## src/rtl/tpu_host_pkg.sv

```systemverilog
// Shared encodings and constants for the TPU host bridge.
package tpu_host_pkg;

    typedef enum logic [2:0] {
        StIdle    = 3'd0,
        StLoad    = 3'd1,
        StWait    = 3'd2,
        StCapture = 3'd3,
        StDrain   = 3'd4
    } state_e;

    localparam int unsigned N_LOAD_DEFAULT       = 8;
    localparam int unsigned N_OUT_DEFAULT        = 8;
    localparam int unsigned DONE_TIMEOUT_DEFAULT = 64;

    // Tile pin bit positions
    localparam int unsigned LOAD_EN_BIT    = 0;
    localparam int unsigned TRANSPOSE_BIT  = 1;
    localparam int unsigned ACTIVATION_BIT = 2;
    localparam int unsigned DONE_BIT       = 7;

    // Counter width able to hold the value `limit` itself.
    function automatic int unsigned cnt_width(input int unsigned limit);
        return $clog2(limit) + 1;
    endfunction

endpackage

```

## src/rtl/tpu_host_bridge_result_buffer.sv

```systemverilog
// Result capture buffer: written in capture order, read back in the same order.
module result_buffer #(
    parameter int unsigned Depth = 8
) (
    input  logic                     clk_i,
    input  logic                     rst_i,
    input  logic                     flush_i,
    input  logic                     wr_en_i,
    input  logic [7:0]               wr_data_i,
    input  logic                     rd_adv_i,
    output logic [$clog2(Depth):0]   wr_idx_o,
    output logic [$clog2(Depth):0]   rd_idx_o,
    output logic [7:0]               rd_data_o
);
    localparam int unsigned IdxW  = $clog2(Depth) + 1;
    localparam int unsigned AddrW = (Depth > 1) ? $clog2(Depth) : 1;

    logic [7:0]      mem_q [Depth];
    logic [IdxW-1:0] wr_idx_q, rd_idx_q;

    // Storage: no reset needed, contents are only observed through rd_idx after writes.
    always_ff @(posedge clk_i) begin
        if (wr_en_i) begin
            mem_q[wr_idx_q[AddrW-1:0]] <= wr_data_i;
        end
    end

    // Write/read pointers; flush or reset empties the buffer.
    always_ff @(posedge clk_i) begin
        if (rst_i || flush_i) begin
            wr_idx_q <= '0;
            rd_idx_q <= '0;
        end else begin
            if (wr_en_i) wr_idx_q <= wr_idx_q + 1'b1;
            if (rd_adv_i) rd_idx_q <= rd_idx_q + 1'b1;
        end
    end

    assign wr_idx_o  = wr_idx_q;
    assign rd_idx_o  = rd_idx_q;
    assign rd_data_o = mem_q[rd_idx_q[AddrW-1:0]];

endmodule

```

## src/rtl/tpu_host_bridge.sv

```systemverilog
// Host sequencer: streams a job into the TPU tile, waits for done, captures and
// re-emits the result bytes as a valid/ready stream.
module tpu_host_bridge
    import tpu_host_pkg::*;
#(
    parameter int unsigned N_LOAD       = N_LOAD_DEFAULT,
    parameter int unsigned N_OUT        = N_OUT_DEFAULT,
    parameter int unsigned DONE_TIMEOUT = DONE_TIMEOUT_DEFAULT
) (
    input  logic       clk,
    input  logic       rst,
    input  logic       s_valid,
    input  logic [7:0] s_data,
    output logic       s_ready,
    input  logic       cfg_transpose,
    input  logic       cfg_activation,
    output logic [7:0] tpu_ui_in,
    output logic [7:0] tpu_uio_in,
    input  logic [7:0] tpu_uo_out,
    input  logic [7:0] tpu_uio_out,
    output logic       m_valid,
    output logic [7:0] m_data,
    output logic       m_last,
    input  logic       m_ready,
    output logic       busy,
    output logic       err
);
    localparam int unsigned LoadCntW = cnt_width(N_LOAD);
    localparam int unsigned WaitCntW = cnt_width(DONE_TIMEOUT);
    localparam int unsigned IdxW     = $clog2(N_OUT) + 1;

    state_e              state_q, state_d;
    logic [LoadCntW-1:0] load_cnt_q, load_cnt_d;
    logic [WaitCntW-1:0] wait_cnt_q, wait_cnt_d;
    logic [7:0]          ui_q, ui_d;
    logic                load_en_q, load_en_d;
    logic                transpose_q, transpose_d;
    logic                activation_q, activation_d;
    logic                err_q, err_d;
    logic                s_ready_q, s_ready_d;

    logic                buf_wr_en, buf_flush, buf_rd_adv;
    logic [IdxW-1:0]     buf_wr_idx, buf_rd_idx;
    logic [7:0]          buf_rd_data;

    logic done, accept, unused_uio;

    assign done       = tpu_uio_out[DONE_BIT];
    assign unused_uio = ^tpu_uio_out[6:0];
    assign accept     = s_valid & s_ready_q;

    result_buffer #(
        .Depth (N_OUT)
    ) u_result_buffer (
        .clk_i     (clk),
        .rst_i     (rst),
        .flush_i   (buf_flush),
        .wr_en_i   (buf_wr_en),
        .wr_data_i (tpu_uo_out),
        .rd_adv_i  (buf_rd_adv),
        .wr_idx_o  (buf_wr_idx),
        .rd_idx_o  (buf_rd_idx),
        .rd_data_o (buf_rd_data)
    );

    // Next-state logic and buffer control.
    always_comb begin
        state_d      = state_q;
        load_cnt_d   = load_cnt_q;
        wait_cnt_d   = '0;
        ui_d         = ui_q;
        load_en_d    = 1'b0;
        transpose_d  = transpose_q;
        activation_d = activation_q;
        err_d        = err_q;
        buf_wr_en    = 1'b0;
        buf_flush    = 1'b0;
        buf_rd_adv   = 1'b0;

        unique case (state_q)
            StIdle: begin
                if (accept) begin
                    transpose_d  = cfg_transpose;
                    activation_d = cfg_activation;
                    err_d        = 1'b0;
                    ui_d         = s_data;
                    load_en_d    = 1'b1;
                    load_cnt_d   = LoadCntW'(1);
                    state_d      = (N_LOAD == 1) ? StWait : StLoad;
                end
            end
            StLoad: begin
                if (accept) begin
                    ui_d       = s_data;
                    load_en_d  = 1'b1;
                    load_cnt_d = load_cnt_q + 1'b1;
                    if (load_cnt_q == LoadCntW'(N_LOAD - 1)) state_d = StWait;
                end
            end
            StWait: begin
                if (done) begin
                    buf_wr_en = 1'b1;
                    state_d   = (N_OUT == 1) ? StDrain : StCapture;
                end else begin
                    wait_cnt_d = wait_cnt_q + 1'b1;
                    if (wait_cnt_q == WaitCntW'(DONE_TIMEOUT - 1)) begin
                        err_d   = 1'b1;
                        state_d = StIdle;
                    end
                end
            end
            StCapture: begin
                if (done) begin
                    buf_wr_en = 1'b1;
                    if (buf_wr_idx == IdxW'(N_OUT - 1)) state_d = StDrain;
                end else begin
                    // Truncated result stream: drop the partial buffer.
                    err_d     = 1'b1;
                    buf_flush = 1'b1;
                    state_d   = StIdle;
                end
            end
            StDrain: begin
                if (m_ready) begin
                    buf_rd_adv = 1'b1;
                    if (buf_rd_idx == IdxW'(N_OUT - 1)) begin
                        buf_flush = 1'b1;
                        state_d   = StIdle;
                    end
                end
            end
            default: state_d = StIdle;
        endcase

        // Config pins are only driven while a job is in flight.
        if (state_d == StIdle) begin
            transpose_d  = 1'b0;
            activation_d = 1'b0;
            load_cnt_d   = '0;
        end

        s_ready_d = (state_d == StIdle) || (state_d == StLoad);
    end

    // State and registered pin drivers.
    always_ff @(posedge clk) begin
        if (rst) begin
            state_q      <= StIdle;
            load_cnt_q   <= '0;
            wait_cnt_q   <= '0;
            ui_q         <= '0;
            load_en_q    <= 1'b0;
            transpose_q  <= 1'b0;
            activation_q <= 1'b0;
            err_q        <= 1'b0;
            s_ready_q    <= 1'b0;
        end else begin
            state_q      <= state_d;
            load_cnt_q   <= load_cnt_d;
            wait_cnt_q   <= wait_cnt_d;
            ui_q         <= ui_d;
            load_en_q    <= load_en_d;
            transpose_q  <= transpose_d;
            activation_q <= activation_d;
            err_q        <= err_d;
            s_ready_q    <= s_ready_d;
        end
    end

    // Tile-side pin assembly.
    always_comb begin
        tpu_uio_in                 = '0;
        tpu_uio_in[LOAD_EN_BIT]    = load_en_q;
        tpu_uio_in[TRANSPOSE_BIT]  = transpose_q;
        tpu_uio_in[ACTIVATION_BIT] = activation_q;
    end

    assign tpu_ui_in = ui_q;
    assign s_ready   = s_ready_q;
    assign busy      = (state_q != StIdle);
    assign err       = err_q;
    assign m_valid   = (state_q == StDrain);
    assign m_data    = m_valid ? buf_rd_data : 8'h00;
    assign m_last    = m_valid && (buf_rd_idx == IdxW'(N_OUT - 1));

endmodule

```

## config.mk

```make
export PLATFORM = sky130hd
export DESIGN_NAME = tpu_host_bridge
export DESIGN_NICKNAME = d
export VERILOG_FILES = /design/src/rtl/tpu_host_pkg.sv /design/src/rtl/tpu_host_bridge_result_buffer.sv /design/src/rtl/tpu_host_bridge.sv
export SDC_FILE = /design/constraint.sdc
export NUM_CORES = 1
export LEC_CHECK = 0
export ABC_AREA = 1
export CAP_MARGIN = 20
export CELL_PAD_IN_SITES_DETAIL_PLACEMENT = 1
export CELL_PAD_IN_SITES_GLOBAL_PLACEMENT = 1
export CORE_UTILIZATION = 43
export CTS_CLUSTER_DIAMETER = 50
export DETAILED_ROUTE_END_ITERATION = 10
export GPL_TIMING_DRIVEN = 0
export PLACE_DENSITY_LB_ADDON = 0.05
export RECOVER_POWER = 25
export SKIP_LAST_GASP = 1
export SYNTH_ARGS = -nofsm -noshare
export SYNTH_HDL_FRONTEND = slang
export SYNTH_SLANG_ARGS = --single-unit
```

## constraint.sdc

```tcl
create_clock -name clk -period 4.2 [get_ports clk]
set_input_delay 0.84 -clock clk [delete_from_list [all_inputs] [get_ports clk]]
set_output_delay 0.84 -clock clk [all_outputs]
set_load 0.02 [all_outputs]
```

==> results.txt <==
----------------------------------------------------
[Global routing]
  Via count of the first global-routing pass ... 3131
  Pin count of the biggest net entering global routing ... 20
  Number of antenna violations at the first check in global routing ... 0
  Total Routing Usage GR ... 19.7%
  First-pass GRT wire length ... approximately 15 mm
  Total congestion overflow ... 0

[Die]
  Site row count ... 36
  Height of the die ... a little over 100 microns
  Horizontal die dimension ... 102 microns
  Area of the die ... about 0.010 sq mm
  Core ar. ... 0.00973 sq mm
  Effective utilization at floorplan ... between 40 and 50%
  I/O pins ... 59

[CTS]
  Bufs on Longest Clock Path ... 2
  TritonCTS clock tree ... built
  Post-CTS setup buffer count ... 0
  Clock tree root driver cell ... clkbuf_8
  Clock input transition at the sequential cells of the worst setup and hold paths ... 0.10 ns
  Number of resized instances in the post-cts repair step ... 0
  CTS H-Tree Depth ... 3
  Count of clock tree sinks ... 102
  Count of hold buffers inserted by post-cts repair ... 0
  Insertion delay of the later-clocked pin in the worst-skew pair ... 0.37 ns
  Number of buffers created by CTS ... 9

[Status]
  Run status ... complete, no violations

[Timing]
  Clock period minus final worst setup slack ... 3.36 ns
  Final TNS setup ... 0 ns
  Setup repair after global routing missed its margin ... no
  Actual transition at the worst max-transition pin ... 0.826 ns
  Number of endpoints with negative hold slack in the final report ... 0
  Final clock period utilization by the worst path ... 80.0%
  Worst Clk Skew ... 0.0166 ns
  Headroom to the max-slew limit ... 44.7%
  Max Fclk ... 298 MHz
  Final setup violation count ... 0
  Total count of max-transition violations in the final report ... 0

[Finish]
  Antenna diodes ... 0
  Final Core Density ... a little over half
  Fraction of layout cells with a size suffix above 1 ... 13.2%
  Nets ... around 510
  Area Overhead vs Synth ... 19.4%

[Detailed routing]
  Total iterations of the first detailed-routing run ... 4
  Number of violations reported at the end of detailed-routing iteration 0 ... 70
  Routed Antenna Nets ... 0
  Total number of vias ... 3072
  Average vias per placed instance ... 4.97
  DRC violation count after routing ... 0
  Wire per inst ... roughly 15 microns
  WL final ... 9.57 mm

[Yosys]
  Area leader, netlist ... edfxtp_1
  Per-instance average area after synthesis ... 10.2 sq um
  Warnings from Yosys ... 0
  Post-synthesis cell area ... 0.00428 sq mm
  Share of synthesized flip-flops with an asynchronous set or reset ... 0%
  Number of cells produced by synthesis ... 418
  Post-synthesis sequential area ratio ... between 60% and 70%
  Area share of the largest cell type after synthesis ... 44.9%
  Synth Register Bits ... 102
  Number of enable-type register cells in the synthesized netlist ... 64
  Top cells by area, synth ... edfxtp_1 (45%), dfxtp_1 (18%), nor2_1 (7.5%)
  Most used standard cells in the synthesized netlist ... nor2_1 (85), edfxtp_1 (64), o21ai_0 (52), dfxtp_1 (38), nand2_1 (36)
  Post-synth top flop ... edfxtp_1
  Post-synthesis cell type count ... 35
  Most instantiated library cell after synthesis ... nor2_1

[Critical path]
  Endpoint type of the worst setup path ... primary output
  R2R Path Start ... state_q[2]
  Launching element type of the critical path ... register
  Highest fanout seen on the critical path ... 10
  Critical path data required time ... 3.36 ns
  Cell count of the worst reg-to-reg path ... 7
  CP arrival ... 2.52 ns
  Classification of the worst setup path ... register to primary output

[Power]
  Switching Fraction ... 23.8%
  VDD IR max ... 164 uV
  Net Switching ... around 0.00042 W
  Power density cells ... 344 mW/mm^2
  Total internal power ... 0.00134 W
  Sequential Power Share ... about 61%
  Leak Pwr ... 1.78 nW
  Combinational share of power ... under 10%
  Share of total power in the clock network ... 33.5%

[Placement]
  GPL Wtd Cong ... 0.739
  Port Buffer Count ... 46
  Post-detailed-placement half-perimeter wirelength ... approximately 6.9 mm

[Worst hold path]
  Min-delay worst type ... register to register
  Launch point of the worst hold path ... wait_cnt_q[0]
  Depth of the worst hold-timing path ... 1

[Flow run]
  Max Cap Viol ... 0

----------------------------------------------------
## metal layers
layer / up-vias / GRT usage, % / share of wire [%]
li1: 1528 / - / -
met1: 1492 / 23.0 / 43
met2: 39 / 37.2 / 54
met3: 13 / 3.38 / 1.9
met4: 0 / 4.79 / 1.1
met5: - / 0 / 0
## state kept, by name (all words and copies together) (netlist names), named ones only
register                  count
load_cnt_q                    4
err                           1
wait_cnt_q                    7
u_result_buffer.wr_idx_o      4
u_result_buffer.mem_q        64
load_en_q                     1
transpose_q                   1
tpu_ui_in                     8
state_q                       3
u_result_buffer.rd_idx_o      4
s_ready                       1
activation_q                  1
## critical path, cell delays in order (launching register included)
cell and delay [ns]:
dfxtp_1 0.44, clkbuf_1 0.38, o21ai_0 0.16, o21ai_0 0.26, o21ai_0 0.12, nor2_1 0.17, clkdlybuf4s50_1 0.62
## cells in the final DEF (no fill, tap or decap), types with 2 or more instances in the layout
cell type        synthesis  routed
o21ai_1                  2       2
o22ai_1                  8       8
buf_4                    8       8
nor2_1                  85      85
nor3_1                   8       8
inv_2                    8       8
nor2_2                   8       8
clkbuf_8                 0       9
ha_1                     4       4
clkdlybuf4s50_1          0      40
nor4_1                   2       2
nand4_1                  2       2
dlygate4sd3_1            0       6
nand3_1                 14      14
clkbuf_1                 4       5
edfxtp_1                64      64
buf_2                    9      10
nor2_4                   3       3
nor2_8                   2       2
nand2_2                  6       6
mux2i_1                  8       8
dfxtp_1                 38      38
o21ai_0                 52      52
inv_8                    0       2
inv_6                    0       2
conb_1                   1       5
a21oi_1                 10      10
inv_1                   25      25
nand2_1                 36      36
clkinvlp_4               0       2
## power by group through the flow
stage                     sequential, W  clock, W  combinational [W]
after detailed placement        0.00110         0          0.0000978
after CTS                       0.00107  0.000604          0.0000981
after floorplan                 0.00110         0          0.0000373
final                           0.00107  0.000588          0.0000959
after global placement          0.00110         0          0.0000957
after global routing            0.00107  0.000642           0.000104
## final cells by class
class	count	area, sq um
fill	1099	4620
sequential	102	2680
multi-input combinational	266	1370
timing repair buffer	47	465
tap	133	166
clock buffer	10	128
inverter	33	124
buffer	21	120
clock inverter	6	55.1
## cells by family (layout without fill, tap and decap cells)
| group | Yosys count | in the layout | synth area share (%) |
|---|---|---|---|
| AO/OA/AOI/OAI | 75 | 75 | 9.29 |
| AND/OR/NAND/NOR | 172 | 172 | 18.8 |
| multiplexers | 8 | 8 | 1.87 |
| buffers and inverters | 54 | 117 | 5.70 |
| flip-flops | 102 | 102 | 62.7 |
| XOR/XNOR | 2 | 2 | 0.409 |
| other | 1 | 5 | 0.0876 |
| adder cells (fa/ha/maj) | 4 | 4 | 1.17 |
## stage by stage
| step | area (sq um) | hold WS, ns | total power [W] | instances | worst slack [ns] |
|---|---|---|---|---|---|
| floorplan | 4300 | 0.418 | 0.00114 | 422 | 2.01 |
| global route | 5110 | 0.479 | 0.00182 | 618 | 0.694 |
| CTS | 5110 | 0.463 | 0.00178 | 618 | 0.829 |
| finish | 5110 | 0.464 | 0.00176 | 618 | 0.842 |
| global placement | 4920 | 0.433 | 0.00119 | 601 | 1.08 |
| detailed placement | 4930 | 0.442 | 0.00119 | 602 | 1.23 |
## path summary, 6_finish.rpt
| path | end | slack, ns |
|---|---|---|
| worst max-delay path | m_data[0] | 0.84 |
| worst min-delay path | wait_cnt_q[0] | 0.46 |
| worst max register to register | u_result_buffer.mem_q[3][1] | 2.25 |
| worst min register to register | wait_cnt_q[0] | 0.46 |
Power figures use the tool's default switching activity.
